$ cat config.mk
export PLATFORM = sky130hd
export DESIGN_NAME = debounce_edge_multi
export DESIGN_NICKNAME = d
export VERILOG_FILES = /design/src/rtl/debounce_edge_multi.sv
export SDC_FILE = /design/constraint.sdc
export NUM_CORES = 1
export LEC_CHECK = 0
export CAP_MARGIN = 20
export CORE_AREA = 2 2 67 69
export CTS_CLUSTER_DIAMETER = 60
export DETAILED_ROUTE_END_ITERATION = 10
export DIE_AREA = 0 0 69 71
export GPL_TIMING_DRIVEN = 0
export PLACE_DENSITY_LB_ADDON = 0.25
export SYNTH_ARGS = -nofsm -noshare
export SYNTH_HDL_FRONTEND = slang
export SYNTH_SLANG_ARGS = --single-unit
$ cat constraint.sdc
create_clock -name clk -period 1.2 [get_ports clk]
set_input_delay 0.18 -clock clk [delete_from_list [all_inputs] [get_ports clk]]
set_output_delay 0.18 -clock clk [all_outputs]
set_load 0.02 [all_outputs]
$ cat src/rtl/debounce_edge_multi.sv
// N-channel debouncer: 2-flop sync, stable counter, registered level and edge pulse.
// Optional auto-repeat on held presses is built only when DEBOUNCE_REPEAT_EN is defined.

module debounce_lane #(
    parameter int STABLE        = 16,
    parameter int EDGE_MODE     = 0,
    parameter int REPEAT_DELAY  = 1000,
    parameter int REPEAT_PERIOD = 200
) (
    input  logic clk,
    input  logic rst,
    input  logic din,
    output logic level,
    output logic pulse,
    output logic rpt
);
    localparam int CW = (STABLE > 1) ? $clog2(STABLE) : 1;

    if (STABLE < 1 || EDGE_MODE < 0 || EDGE_MODE > 2 ||
        REPEAT_DELAY < 2 || REPEAT_PERIOD < 2) begin : g_param_err
        $error("debounce_lane: illegal parameter value");
    end

    logic          s1, s2;
    logic [CW-1:0] cnt;
    logic          flip;
    logic          edge_hit;
    logic          rep_fire;

    // s2 has disagreed with level for STABLE consecutive samples
    assign flip = (s2 != level) && (cnt == CW'(STABLE - 1));

    always_comb begin
        edge_hit = 1'b1;
        if (EDGE_MODE == 0)
            edge_hit = s2;
        else if (EDGE_MODE == 1)
            edge_hit = ~s2;
    end

    always_ff @(posedge clk) begin
        if (rst) begin
            s1    <= 1'b0;
            s2    <= 1'b0;
            cnt   <= '0;
            level <= 1'b0;
            pulse <= 1'b0;
        end else begin
            s1    <= din;
            s2    <= s1;
            pulse <= (flip & edge_hit) | rep_fire;
            if (s2 == level) begin
                cnt <= '0;
            end else if (flip) begin
                level <= s2;
                cnt   <= '0;
            end else begin
                cnt <= cnt + 1'b1;
            end
        end
    end

`ifdef DEBOUNCE_REPEAT_EN
    localparam int RMAX = (REPEAT_DELAY > REPEAT_PERIOD) ? REPEAT_DELAY : REPEAT_PERIOD;
    localparam int RW   = (RMAX > 1) ? $clog2(RMAX) : 1;

    logic [RW-1:0] rcnt;
    logic          rarm;  // first repeat already issued; later ones use the period
    logic [RW-1:0] rtgt;

    assign rtgt     = rarm ? RW'(REPEAT_PERIOD - 1) : RW'(REPEAT_DELAY - 1);
    assign rep_fire = (EDGE_MODE != 1) && level && !flip && (rcnt == rtgt);

    always_ff @(posedge clk) begin
        if (rst) begin
            rcnt <= '0;
            rarm <= 1'b0;
            rpt  <= 1'b0;
        end else begin
            rpt <= rep_fire;
            if (flip || !level) begin
                rcnt <= '0;
                rarm <= 1'b0;
            end else if (rep_fire) begin
                rcnt <= '0;
                rarm <= 1'b1;
            end else begin
                rcnt <= rcnt + 1'b1;
            end
        end
    end
`else
    assign rep_fire = 1'b0;
    assign rpt      = 1'b0;
`endif
endmodule

module debounce_edge_multi #(
    parameter int N             = 4,
    parameter int STABLE        = 16,
    parameter int EDGE_MODE     = 0,
    parameter int REPEAT_DELAY  = 1000,
    parameter int REPEAT_PERIOD = 200
) (
    input  logic         clk,
    input  logic         rst,
    input  logic [N-1:0] din,
    output logic [N-1:0] level,
    output logic [N-1:0] pulse,
    output logic [N-1:0] rpt
);
    for (genvar i = 0; i < N; i++) begin : g_lane
        debounce_lane #(
            .STABLE        (STABLE),
            .EDGE_MODE     (EDGE_MODE),
            .REPEAT_DELAY  (REPEAT_DELAY),
            .REPEAT_PERIOD (REPEAT_PERIOD)
        ) u_lane (
            .clk   (clk),
            .rst   (rst),
            .din   (din[i]),
            .level (level[i]),
            .pulse (pulse[i]),
            .rpt   (rpt[i])
        );
    end
endmodule

-- Yosys cells after proc, flatten, opt, wreduce, memory -nomap -nowiden
Cells that the tools add are included.
- input port bits: 6
- bits in registers: 32
- reductions and logical operators: 12
- equality and inequality tests: 12
- $add $sub $neg: 4
- bitwise gates (word level): 8
- operator list (cell ; count):
    4-bit by 1-bit adder with 4-bit output (second input constant) ; 4
    4-bit equality test (second input constant) ; 4
    3-bit OR reduction ; 4
    2-bit AND reduction ; 4
    1-bit bitwise AND ; 4
    1-bit equality test ; 4
    1-bit logical AND ; 4
    1-bit inequality test ; 4
    1-bit inverter ; 4

-- Depth between registers and ports, before layout
Gate-level depths: netlist (run 1).
- depth after elaboration: 3
- depth in mapped cells: 4

-- Hierarchy
Synthesis (run 1) repeated with hierarchy kept, for this count alone.
- cell total of the unflattened synthesis: 108
- area total of the unflattened synthesis: 1146.1 sq um
- by module, submodules not included (module ; area an instance (sq um) ; cells each ; times used):
    debounce_lane ; 286.5 ; 27 ; 4

-- Worst setup path before layout (run 1)
No wires, ideal clock.
- kind: flip-flop to flip-flop
- from: register g_lane[0].u_lane.cnt[0]
- to: register g_lane[0].u_lane.cnt[2]
- data required time: 1083 ps
- period minus slack after synthesis: 983 ps
- path slack: 217 ps
- stages on the path, launching flop included: 4
- path buffers: 0
- library setup time: 117 ps
- arrival time: 867 ps
- cell sequence: dfxtp_1 -> ha_1 -> xor2_1 -> and3b_2
- cells in the longest elaborated chain, start to end: 3
- elaborated cells between the ends (all ways): 4
- ends and longest elaborated chain (item ; line ; source):
    from (decl) ; 25 ; logic [CW-1:0] cnt;
    from (signal assigned) ; 58 ; cnt <= cnt + 1'b1;
    branches (longest 3 deep; another with 4-bit by 1-bit adder with 4-bit output) ; n/a ;
Parallel ways; which one is timed is not known.
A chain may end at the register's enable or synchronous reset.

-- Worst setup path in the final report (run 1)
- from: register g_lane[0].u_lane.pulse
- to: output pulse[0]
- RTL lines (item ; line ; source):
    from (decl) ; 14 ; output logic pulse,
    from (signal assigned) ; 51 ; pulse <= (flip & edge_hit) | rep_fire;
    to (decl) ; 109 ; output logic [N-1:0] pulse,
No word-level cell between the ends.

==> flow_summary_export.csv, run 1 <==
group,metric,value,unit
clock_tree,clock-sinks,32,
placed_design,hpwl,1.33,mm
setup_path,start_kind,"flip-flop",
synthesis,ys_seq_area_share,52.2,%
layout,nNetsFinal,148,
synthesis,async_flop_share,0,%
clock_tree,clk_latency,0.27,ns
layout,stdcell_count,188,
global_route,grt_pass1_vias,766,
sta,clock-skew-final,0.00310,ns
setup_path,critical_path_class,"reg -> out",
layout,n_antenna_cell,0,
placed_design,post_dp_cell_area,1430,µm²
global_route,met3_usage,4.84,%
synthesis,synth_cell_types,16,
layout,area_growth_syn_to_layout,23.5,%
layout,mostFrequentLayoutCell,"dfxtp_1",
sta,fmax,854,MHz
floorplanning,initial_utilization,29.2,%
global_route,grt_overflow,0,
drt,vias_per_cell,4.09,
clock_tree,h-tree-depth,2,
clock_tree,clockBufferDepth,2,
layout,drive_gt1_share,24.3,%
floorplanning,rows,24,
setup_path,cp_max_fo,1,
synthesis,synth_warnings,0,
drt,wl_per_cell,9.71,µm
synthesis,syn_avg_cell_area,10.7,µm²
clock_tree,root_buffer,"clkbuf_8",
power_and_ir_drop,p_leak,0.698,nW
placed_design,placed_cells,183,
floorplanning,die-area,4900,µm²
synthesis,synth_cells,115,
synthesis,synth_edf_count,0,
global_route,top_usage_layer,"met2",
run_status,status,"finished, final reports clean",
sta,fin_crit_sh,97.6,%
drt,drtPass1Iterations,2,
layout,final_cell_mix,"dfxtp_1, nor2_1, buf_4",
sta,fin_crit,1.17,ns
run,maxCapViolations,0,
sta,finalSetupViolCount,0,
drt,final_antenna_net_count,0,
global_route,grtUsageMet2,14.2,%
synthesis,synth_ff_type,"dfxtp_1",
setup_path,crit_arrival,0.99,ns
setup_path,endpoint_kind,"output port",
placed_design,gp_congestion,0.735,
synthesis,syn_area,1230,µm²
layout,n_fill_cell,439,
synthesis,synth-seq-cells,32,
sta,tns,0,ns
global_route,antenna_found_initial,0,
global_route,grt_pass1_wl,3.22,mm
sta,hold_viol_final,0,
power_and_ir_drop,max-vdd-ir-drop,0.699,mV
clock_tree,clk_pin_slew_worst_paths,0.06,ns
floorplanning,ioPinCount,18,
drt,wl,1.83,mm
global_route,grt.total_usage,8.44,%
clock_tree,tritoncts,"built",
clock_tree,numCtsBuffers,5,
floorplanning,core-area,4200,µm²
sta,slew_viol_final,0,
worst_hold_path,min_path_type,"reg -> reg",
floorplanning,die_h,71,µm
global_route,use_met1,8.74,%
layout,design_area,1510,µm²
drt,drc,0,
setup_path,required,1.02,ns
sta,rsz0062_at_grt,"false",
layout,final_util,36.0,%
placed_design,portBuffers,13,
floorplanning,dieWidth,69,µm
drt,vias,768,
drt,initialDrtViolationCount,19,
global_route,grt_max_degree,11,
power_and_ir_drop,powerDensity,1230,nW/µm²
-- repair_timing --
item                       4_1_cts  5_1_grt
resized for setup               18        5
pin swaps                        0        0
setup endpoints to repair        8        4
hold buffers                     0        0
buffers inserted                 0        0
-- layout make-up --
| class | count | area [µm²] | area share, % |
|---|---|---|---|
| Buffer | 14 | 106 | 7.02 |
| Multi-Input combinational cell | 68 | 482 | 31.8 |
| Clock buffer | 5 | 68.8 | 4.55 |
| Sequential cell | 32 | 647 | 42.7 |
| Timing Repair Buffer | 13 | 130 | 8.60 |
| Tap cell | 52 | 65.1 | 4.30 |
| Inverter | 4 | 15.0 | 0.992 |
-- cell families (layout without fill, tap and decap cells) --
logic type	count (synthesis)	count (layout)	synth area share (%)
DFF	32	32	52.2
buffers and inverters	18	36	9.90
xor gates and xnor gates	12	12	8.57
adders and majority gates	4	4	4.08
muxes	4	4	3.27
other	1	4	0.306
and+or+nand+nor	44	44	21.6
-- state kept, by name (all words and copies together), names as in the netlist --
register,flops
g_lane.u_lane.level,4
g_lane.u_lane.pulse,4
g_lane.u_lane.cnt,16
g_lane.u_lane.s1,4
g_lane.u_lane.edge_hit,4
-- routing by layer --
layer / up-vias / share of wire, %
li1: 398 / -
met1: 350 / 43
met2: 18 / 49
met3: 2 / 7.2
met4: 0 / 1.1
met5: - / 0
-- worst paths after layout --
check,from,cells past startpoint,slack [ns],end
setup reg to reg,g_lane[3].u_lane.cnt[0]$_SDFF_PP0_,4,0.14,g_lane[3].u_lane.level$_SDFFE_PP0P_
setup / recovery,g_lane[0].u_lane.pulse$_SDFF_PP0_,2,0.03,pulse[0]
hold reg to reg,g_lane[3].u_lane.s1$_SDFF_PP0_,1,0.43,g_lane[3].u_lane.edge_hit$_SDFF_PP0_
hold / removal,g_lane[3].u_lane.s1$_SDFF_PP0_,1,0.43,g_lane[3].u_lane.edge_hit$_SDFF_PP0_
-- cells in the mapped netlist (4+ instances only) --
master,n,area [µm²]
mux2i_1,4,40.0
and3b_2,4,40.0
buf_4,12,90.1
nor2_1,16,60.1
inv_1,4,15.0
xor2_1,12,105
dfxtp_1,32,641
nor4b_1,4,35.0
nor2b_1,8,50.1
ha_1,4,50.1
nand3_1,6,30.0
nand3b_1,4,30.0
-- critical path, stage by stage (launching register included) --
cell           delay (ns)
dfxtp_1              0.29
buf_4                0.11
dlygate4sd2_1        0.31
-- power breakdown --
group           total, W  internal [W]  switching (W)
Sequential       0.00109       0.00108     0.00000860
Combinational  0.0000809     0.0000436      0.0000373
Clock           0.000702      0.000372       0.000330
-- stage by stage --
step	setup slack [ns]	total power, W	hold slack [ns]
after floorplan	0.217	0.00116	0.308
after CTS	0.0185	0.00190	0.435
final	0.0291	0.00187	0.432
after detailed placement	-0.220	0.00119	0.422
after global placement	-0.208	0.00119	0.418
after global routing	0.00144	0.00196	0.447
(Power assumes the default switching activity.)
==> inputs of run 2 (changes only) <==
==> constraint.sdc (replaced) <==
create_clock -name clk -period 1.2 [get_ports clk]
set_input_delay 0.18 -clock clk [delete_from_list [all_inputs] [get_ports clk]]
set_output_delay 0.18 -clock clk [all_outputs]
set_load 0.01 [all_outputs]
==> run 2 against run 1 <==
Global-route usage unchanged. Hold slack better by 0.0028 ns. Die area did not move. Routed wire length grew 0.77%. Sequential share of layout area shrank 0.41 points. Sequential power is essentially flat. Via count increased by 1.3%. Critical path type unchanged. Critical endpoint is now level[0]. Largest power group unchanged.
==> flow_summary_export.csv, run 2 (same netlist as run 1, synthesis figures left out) <==
group,metric,value,unit
layout,final_cell_mix,"dfxtp_1, nor2_1, buf_4",
layout,area_growth_syn_to_layout,24.9,%
floorplanning,initial_utilization,29.2,%
setup_path,critical_path_class,"reg -> out",
sta,slew_viol_final,0,
sta,fin_crit_sh,97.2,%
clock_tree,clk_pin_slew_worst_paths,0.06,ns
power_and_ir_drop,p_leak,0.731,nW
clock_tree,clk_latency,0.27,ns
clock_tree,numCtsBuffers,5,
layout,stdcell_count,191,
run,maxCapViolations,0,
floorplanning,rows,24,
setup_path,cp_max_fo,3,
floorplanning,core-area,4200,µm²
global_route,grt_pass1_vias,766,
sta,rsz0062_at_grt,"false",
setup_path,crit_end,"level[0]",
layout,largest_reg_flops,16,
power_and_ir_drop,max-vdd-ir-drop,0.705,mV
sta,hold_viol_final,0,
power_and_ir_drop,combPwrFrac,4.0,%
setup_path,ff2ff_path_depth,4,
drt,initialDrtViolationCount,14,
drt,drtPass1Iterations,2,
floorplanning,die-area,4900,µm²
layout,nNetsFinal,151,
power_and_ir_drop,p_clk_share,37.7,%
layout,regMostFlops,"g_lane.u_lane.cnt",
clock_tree,postCtsHoldBufs,0,
drt,top_layer,"met4",
clock_tree,clockBufferDepth,2,
clock_tree,h-tree-depth,2,
sta,fin_crit,1.17,ns
drt,drt-met1-wl,797,µm
setup_path,reg2reg_to,"g_lane[3].u_lane.level$_SDFFE_PP0P_",
power_and_ir_drop,powerDensity,1220,nW/µm²
setup_path,timing.rr.start,"g_lane[3].u_lane.cnt[0]$_SDFF_PP0_",
setup_path,start_kind,"flip-flop",
drt,wl_met3,137,µm
clock_tree,clock-sinks,32,
placed_design,placed_cells,183,
setup_path,endpoint_kind,"output port",
global_route,grt_pass1_wl,3.22,mm
clock_tree,root_buffer,"clkbuf_8",
placed_design,hpwl,1.33,mm
floorplanning,dieWidth,69,µm
global_route,grt_max_degree,11,
layout,n_fill_cell,441,
placed_design,portBuffers,13,
run_status,status,"finished, final reports clean",
setup_path,crit_path_start,"g_lane[0].u_lane.level$_SDFFE_PP0P_",
setup_path,r2r_slack,0.14,ns
drt,wl_per_cell,9.63,µm
global_route,antenna_found_initial,0,
drt,wl,1.84,mm
power_and_ir_drop,seq_power_share,58.2,%
drt,vias,778,
global_route,grt_overflow,0,
drt,drc,0,
power_and_ir_drop,p_sw,0.000372,W
floorplanning,die_h,71,µm
global_route,grt.total_usage,8.44,%
placed_design,place_ws,-0.220,ns
floorplanning,ioPinCount,18,
layout,drive_gt1_share,23.7,%
sta,setup_ws,0.0339,ns
setup_path,required,1.02,ns
layout,n_antenna_cell,0,
layout,mostFrequentLayoutCell,"dfxtp_1",
setup_path,crit_arrival,0.99,ns
power_and_ir_drop,internal_power,0.00149,W
worst_hold_path,min_path_type,"reg -> reg",
sta,finalSetupViolCount,0,
sta,fmax,858,MHz
placed_design,gp_congestion,0.735,
sta,clock-skew-final,0.00305,ns
power_and_ir_drop,p_sw_share,20.0,%
clock_tree,tritoncts,"built",
drt,dr_wl_met2,886,µm
drt,vias_per_cell,4.07,
drt,final_antenna_net_count,0,
-- run 2: cell types whose count changed in the layout (fill, tap and decap cells not counted), sizes merged --
cell,previous run,this run
buf,15,17
clkdlybuf4s15,6,3
dlygate4sd2,1,5
-- run 2: power groups by stage --
stage	Combinational, W	Sequential [W]	Clock (W)
floorplan	0.0000493	0.00111	0
global placement	0.0000743	0.00111	0
detailed placement	0.0000755	0.00111	0
CTS	0.0000758	0.00109	0.000728
global route	0.0000837	0.00109	0.000787
finish	0.0000752	0.00109	0.000704
-- run 2: final cells by class --
class	instances	area, µm²	share of cell area, %
Timing Repair Buffer	16	146	9.56
Sequential cell	32	648	42.3
Inverter	4	15.0	0.980
Tap cell	52	65.1	4.25
Multi-Input combinational cell	68	482	31.5
Buffer	14	106	6.94
Clock buffer	5	68.8	4.49
-- run 2: worst min path at each step --
stage | from | end | slack, ns | cells past startpoint
final | g_lane[0].u_lane.level$_SDFFE_PP0P_ | g_lane[0].u_lane.pulse$_SDFF_PP0_ | 0.43 | 1
after global routing | g_lane[0].u_lane.s1$_SDFF_PP0_ | g_lane[0].u_lane.edge_hit$_SDFF_PP0_ | 0.45 | 1
after CTS | g_lane[3].u_lane.s1$_SDFF_PP0_ | g_lane[3].u_lane.edge_hit$_SDFF_PP0_ | 0.44 | 1
after detailed placement | g_lane[3].u_lane.s1$_SDFF_PP0_ | g_lane[3].u_lane.edge_hit$_SDFF_PP0_ | 0.42 | 1
after global placement | g_lane[1].u_lane.s1$_SDFF_PP0_ | g_lane[1].u_lane.edge_hit$_SDFF_PP0_ | 0.42 | 1
after floorplan | din[0] | g_lane[0].u_lane.s1$_SDFF_PP0_ | 0.31 | 1
-- run 2: metal layers --
metal  track usage, %  vias up
li1                 -      404
met1             8.74      354
met2             14.2       18
met3             4.84        2
met4             3.27        0
met5                0        -
-- run 2: stage by stage --
step	TNS, ns	util [%]	area, µm²	hold WS [ns]	power [W]
after global placement	-1.66	34.1	1430	0.418	0.00118
after floorplan	0	-	1240	0.308	0.00116
final	0	36.4	1530	0.434	0.00186
after CTS	0	35.6	1500	0.435	0.00189
after global routing	0	36.4	1530	0.447	0.00196
after detailed placement	-1.83	34.1	1430	0.422	0.00119
-- run 2: repair_timing --
item | CTS | global route
setup endpoints to repair | 8 | 5
gates resized for setup | 12 | 5
buffers inserted | 0 | 3
-- run 2: critical path, stage by stage (launching register included) --
cell and delay, ns:
dfxtp_2 0.32, buf_4 0.12, dlygate4sd2_1 0.27
==> inputs of run 3 (changes only) <==
CORE_AREA = 3 3 68 70   (was 2 2 67 69)
DIE_AREA = 0 0 71 73   (was 0 0 69 71)
REMOVE_ABC_BUFFERS = 1   (was unset)
==> run 3 against run 2 <==
Via count shrank 5.5%. Non-clock buffer count fell by 17. Global-route usage fell by 0.14 points. Worst setup slack gained 0.044 ns. Critical path depth fell by 1. Sequential share of layout area grew 4.1 points. Cell count fell by 9.9%. Largest power group unchanged. Highest routed layer unchanged.
==> flow_summary_export.csv, run 3 (same netlist as run 1, synthesis figures left out) <==
group,metric,value,unit
sta,fmax,891,MHz
clock_tree,clk_latency,0.27,ns
layout,n_fill_cell,418,
setup_path,cp_cell_sequence,"dlygate4sd2_1",
clock_tree,numCtsBuffers,5,
power_and_ir_drop,powerDensity,1340,nW/µm²
global_route,use_met1,7.01,%
placed_design,place_ws,-0.433,ns
placed_design,gp_congestion,0.630,
setup_path,timing.rr.start,"g_lane[3].u_lane.cnt[0]$_SDFF_PP0_",
global_route,grtUsageMet2,13.8,%
sta,finalSetupViolCount,0,
drt,initialDrtViolationCount,12,
layout,n_antenna_cell,0,
layout,largest_reg_flops,16,
sta,fin_crit,1.12,ns
setup_path,cp_max_fo,4,
clock_tree,h-tree-depth,2,
clock_tree,clock-sinks,32,
sta,relSlewSlack,49.9,%
layout,mostFrequentLayoutCell,"dfxtp_1",
setup_path,required,1.02,ns
drt,drtPass1Iterations,2,
floorplanning,initial_utilization,30.4,%
worst_hold_path,min_to,"g_lane[0].u_lane.edge_hit$_SDFF_PP0_",
floorplanning,rows,23,
layout,final_cell_mix,"dfxtp_1, nor2_1, xor2_1",
sta,hold_viol_final,0,
global_route,top_usage_layer,"met2",
drt,wl,1.72,mm
drt,final_antenna_net_count,0,
clock_tree,tritoncts,"built",
clock_tree,clockBufferDepth,2,
floorplanning,core-area,4030,µm²
placed_design,portBuffers,13,
floorplanning,ioPinCount,18,
setup_path,crit_arrival,0.94,ns
clock_tree,postCtsHoldBufs,0,
global_route,grt_overflow,0,
setup_path,start_kind,"flip-flop",
setup_path,endpoint_kind,"output port",
power_and_ir_drop,power.total,0.00185,W
global_route,antenna_found_initial,0,
run_status,status,"finished, final reports clean",
clock_tree,post_cts_buffers,0,
global_route,grt_max_degree,25,
worst_hold_path,min_path_type,"reg -> reg",
global_route,grt.total_usage,8.30,%
power_and_ir_drop,seq_power_share,59.0,%
layout,regMostFlops,"g_lane.u_lane.cnt",
setup_path,slowest_stage,"dfxtp_1",
sta,tns,0,ns
clock_tree,root_buffer,"clkbuf_8",
layout,drive_gt1_share,9.02,%
placed_design,hpwl,1.26,mm
setup_path,critical_path_class,"reg -> out",
layout,nNetsFinal,134,
setup_path,slowest_delay,0.39,ns
worst_hold_path,hp-start,"g_lane[0].u_lane.s1$_SDFF_PP0_",
setup_path,ff2ff_path_depth,4,
layout,final_util,34.3,%
sta,slew_viol_final,0,
floorplanning,die-area,5180,µm²
floorplanning,dieWidth,71,µm
sta,clock-skew-final,0.00235,ns
global_route,met3_usage,5.10,%
layout,regArea,641,µm²
layout,area_growth_syn_to_layout,12.7,%
power_and_ir_drop,p_sw_share,19.7,%
power_and_ir_drop,combPwrFrac,3.1,%
setup_path,crit_buf_inv,1,
setup_path,reg2reg_to,"g_lane[3].u_lane.level$_SDFFE_PP0P_",
drt,drc,0,
power_and_ir_drop,internal_power,0.00148,W
layout,multi_input_area,475,µm²
clock_tree,clk_pin_slew_worst_paths,0.06,ns
run,maxCapViolations,0,
power_and_ir_drop,p_leak,0.649,nW
global_route,grt_pass1_wl,3.15,mm
power_and_ir_drop,p_sw,0.000364,W
clock_tree,cts_resized,9,
sta,setup_ws,0.0776,ns
setup_path,r2r_slack,0.11,ns
setup_path,crit_cells,1,
drt,vias_per_cell,4.27,
sta,tightest_slew,0.752,ns
sta,fin_crit_sh,93.5,%
drt,vias,735,
sta,rsz0062_at_grt,"true",
power_and_ir_drop,max-vdd-ir-drop,0.549,mV
floorplanning,die_h,73,µm
worst_hold_path,hold-path-cell-count,1,
drt,wl_per_cell,9.98,µm
global_route,grt_pass1_vias,779,
setup_path,path_delay_family,"flip-flops",
power_and_ir_drop,p_clk_share,37.9,%
[run 3: cell types whose count changed in the layout (fill, tap and decap cells not counted)]
cell             before  now
buf_2                 1    0
nor4b_1               3    4
dfxtp_1              28   32
buf_4                15    0
clkdlybuf4s50_1       5    4
dfxtp_4               1    0
dlygate4sd2_1         5    9
clkdlybuf4s15_1       3    0
dfxtp_2               3    0
nor4b_2               1    0
buf_6                 1    0
[run 3: worst max path at each step]
stage / from / endpoint / slack [ns]
after floorplan: g_lane[0].u_lane.cnt[0]$_SDFF_PP0_ / g_lane[0].u_lane.cnt[2]$_SDFF_PP0_ / 0.22
after global placement: rst / g_lane[3].u_lane.pulse$_SDFF_PP0_ / -0.39
final: g_lane[0].u_lane.level$_SDFFE_PP0P_ / level[0] / 0.08
after detailed placement: rst / g_lane[0].u_lane.cnt[3]$_SDFF_PP0_ / -0.43
after global routing: g_lane[3].u_lane.cnt[0]$_SDFF_PP0_ / g_lane[3].u_lane.pulse$_SDFF_PP0_ / -0.01
after CTS: g_lane[0].u_lane.level$_SDFFE_PP0P_ / level[0] / 0.06
[run 3: per-layer routing]
metal	vias to the layer above	part of all wire, %
li1	368	-
met1	348	40
met2	17	52
met3	2	5.5
met4	0	2.3
met5	-	0
[run 3: metrics by stage]
stage | cell area, µm² | hold slack [ns] | std cells
after floorplan | 1130 | 0.252 | 104
after global placement | 1320 | 0.418 | 167
after detailed placement | 1320 | 0.433 | 167
after CTS | 1380 | 0.446 | 172
after global routing | 1380 | 0.457 | 172
final | 1380 | 0.439 | 172
[run 3: cell type report]
type,instances,area share [%]
multi-input cells,68,34.4
well taps,50,4.53
clock buffers,5,4.98
repair buffers,13,8.61
inverters,4,1.09
flip-flops and latches,32,46.4
[run 3: power groups by stage]
| stage | combinational (W) | clock [W] | sequential [W] |
|---|---|---|---|
| 6_report | 0.0000572 | 0.000700 | 0.00109 |
| 3_5_place_dp | 0.0000599 | 0 | 0.00111 |
| 2_1_floorplan | 0.0000293 | 0 | 0.00111 |
| 4_1_cts | 0.0000586 | 0.000740 | 0.00109 |
| 3_3_place_gp | 0.0000569 | 0 | 0.00111 |
| 5_1_grt | 0.0000651 | 0.000787 | 0.00109 |
==> RTL edit, RTL diff (flow settings as in run 2) <==
`EDGE_MODE` is set to 0 in 2 places; all go to 1.
--- a/src/rtl/debounce_edge_multi.sv
+++ b/src/rtl/debounce_edge_multi.sv
@@ -4,5 +4,5 @@
 module debounce_lane #(
     parameter int STABLE        = 16,
-    parameter int EDGE_MODE     = 0,
+    parameter int EDGE_MODE     = 1,
     parameter int REPEAT_DELAY  = 1000,
     parameter int REPEAT_PERIOD = 200
@@ -99,5 +99,5 @@
     parameter int N             = 4,
     parameter int STABLE        = 16,
-    parameter int EDGE_MODE     = 0,
+    parameter int EDGE_MODE     = 1,
     parameter int REPEAT_DELAY  = 1000,
     parameter int REPEAT_PERIOD = 200
Behaviour: same outputs for any inputs over 10 cycles, from zero or initial values and one cycle with rst high; that may be too few to reach the edited logic, so the function may still have changed.
==> RTL edit against run 2 <==
Sequential cell count is the same; cell count is the same; register-to-register slack is essentially flat; sequential share of layout area grew 0.060 points; area after synthesis shrank 1.2%; wire length shrank 1.5%; setup slack gained 0.021 ns; worst hold slack gained 0.0030 ns; maximum frequency grew 1.8%; largest cell class unchanged; power grew 6.5%; final area grew 0.24%; clock skew grew 0.0050 ns.
==> RTL edit: results <==
{
  "outcome": "completed",
  "route.vias.total": 772,
  "timing.reg2reg.worst_path_depth": 3,
  "nFillCells": 452,
  "final.clkbuf_count": 6,
  "synth_sequential_area_ratio_pct": 52.9,
  "totalPowerFinal_mw": 1.99,
  "netlist-cell-type-count": 15,
  "synth_area_um2": 1210,
  "initial_antenna_violation_count": 0,
  "post_route_cells_drive_above_1_share_pct": 22.3,
  "ys_top_cells_by_area": "dfxtp_1 (53%), xor2_1 (8.7%), buf_4 (7.4%)",
  "globalRouteTotalUtil_pct": 8.99,
  "global_route_wire_length_before_repair_um": 3400,
  "portion_of_total_power_attributed_to_combinational_logic_pct": 3.7,
  "power_frac_seq_pct": 54.6,
  "cell_internal_pwr_mw": 1.57,
  "placed_cell_area_um2": 1420,
  "first_pass_drt_iterations": 4,
  "layout-area-overhead-vs-synth_pct": 26.8,
  "n_all_buffers": 27,
  "routabilityCongestion": 0.700,
  "cp-endpoint": "level[3]",
  "worst_r2r_endpoint": "g_lane[2].u_lane.pulse$_SDFF_PP0_",
  "max_freq_ghz": 0.873,
  "crit_slowest_cell": "dfxtp_4",
  "route.final.wire_length_um": 1810,
  "count_of_flip_flops_and_latches": 32,
  "worstReg2RegStart": "g_lane[2].u_lane.cnt[0]$_SDFF_PP0_",
  "p_leak_nw": 0.729,
  "cts-resized-gates": 14,
  "grt_pass1_vias": 807,
  "multi_input_area_um2": 483,
  "critical_path.max_stage_delay_ns": 0.35,
  "regArea_um2": 651,
  "clock_cell_area_share_pct": 6.03,
  "critical-path-top-delay-family": "flip-flops",
  "most_numerous_cell_types_in_the_synthesized_netlist": "dfxtp_1 (32), nor2_1 (16), buf_4 (12), xor2_1 (12)",
  "vdd_drop_max_mv": 0.691,
  "critical_path.max_fanout": 4
}
-- RTL edit: logic make-up (layout without fill, tap and decap cells) --
kind of cell / after synthesis / after routing / share of synthesized area, %
XOR/XNOR: 12 / 12 / 8.68
flip-flops: 32 / 32 / 52.9
AND/OR/NAND/NOR: 44 / 44 / 20.7
buffers and inverters: 18 / 39 / 10.0
other: 1 / 4 / 0.310
multiplexers: 4 / 4 / 3.31
adder cells (fa/ha/maj): 4 / 4 / 4.13
-- RTL edit: per-stage QoR --
stage,setup TNS [ns],instances,setup slack (ns),hold WS (ns)
final,0,191,0.0547,0.437
after global routing,0,191,0.000453,0.449
after CTS,0,191,0.000529,0.440
after detailed placement,-1.73,183,-0.204,0.424
after global placement,-1.67,183,-0.195,0.419
after floorplan,0,118,0.219,0.308
-- RTL edit: how the worst min path moves through the flow --
stage	startpoint	endpoint	depth (start not counted)
global route	g_lane[3].u_lane.s1$_SDFF_PP0_	g_lane[3].u_lane.s2$_SDFF_PP0_	1
finish	g_lane[3].u_lane.s1$_SDFF_PP0_	g_lane[3].u_lane.s2$_SDFF_PP0_	1
detailed placement	g_lane[3].u_lane.s1$_SDFF_PP0_	g_lane[3].u_lane.s2$_SDFF_PP0_	1
global placement	g_lane[2].u_lane.s1$_SDFF_PP0_	g_lane[2].u_lane.s2$_SDFF_PP0_	1
CTS	g_lane[3].u_lane.s1$_SDFF_PP0_	g_lane[3].u_lane.s2$_SDFF_PP0_	1
floorplan	din[0]	g_lane[0].u_lane.s1$_SDFF_PP0_	1
-- RTL edit: metal layers --
metal	share of wire [%]	wire length [µm]	global-route usage [%]
met5	0	0	0
met3	3.9	70	2.99
met4	2.8	51	6.54
met2	48	873	14.9
met1	45	816	9.65
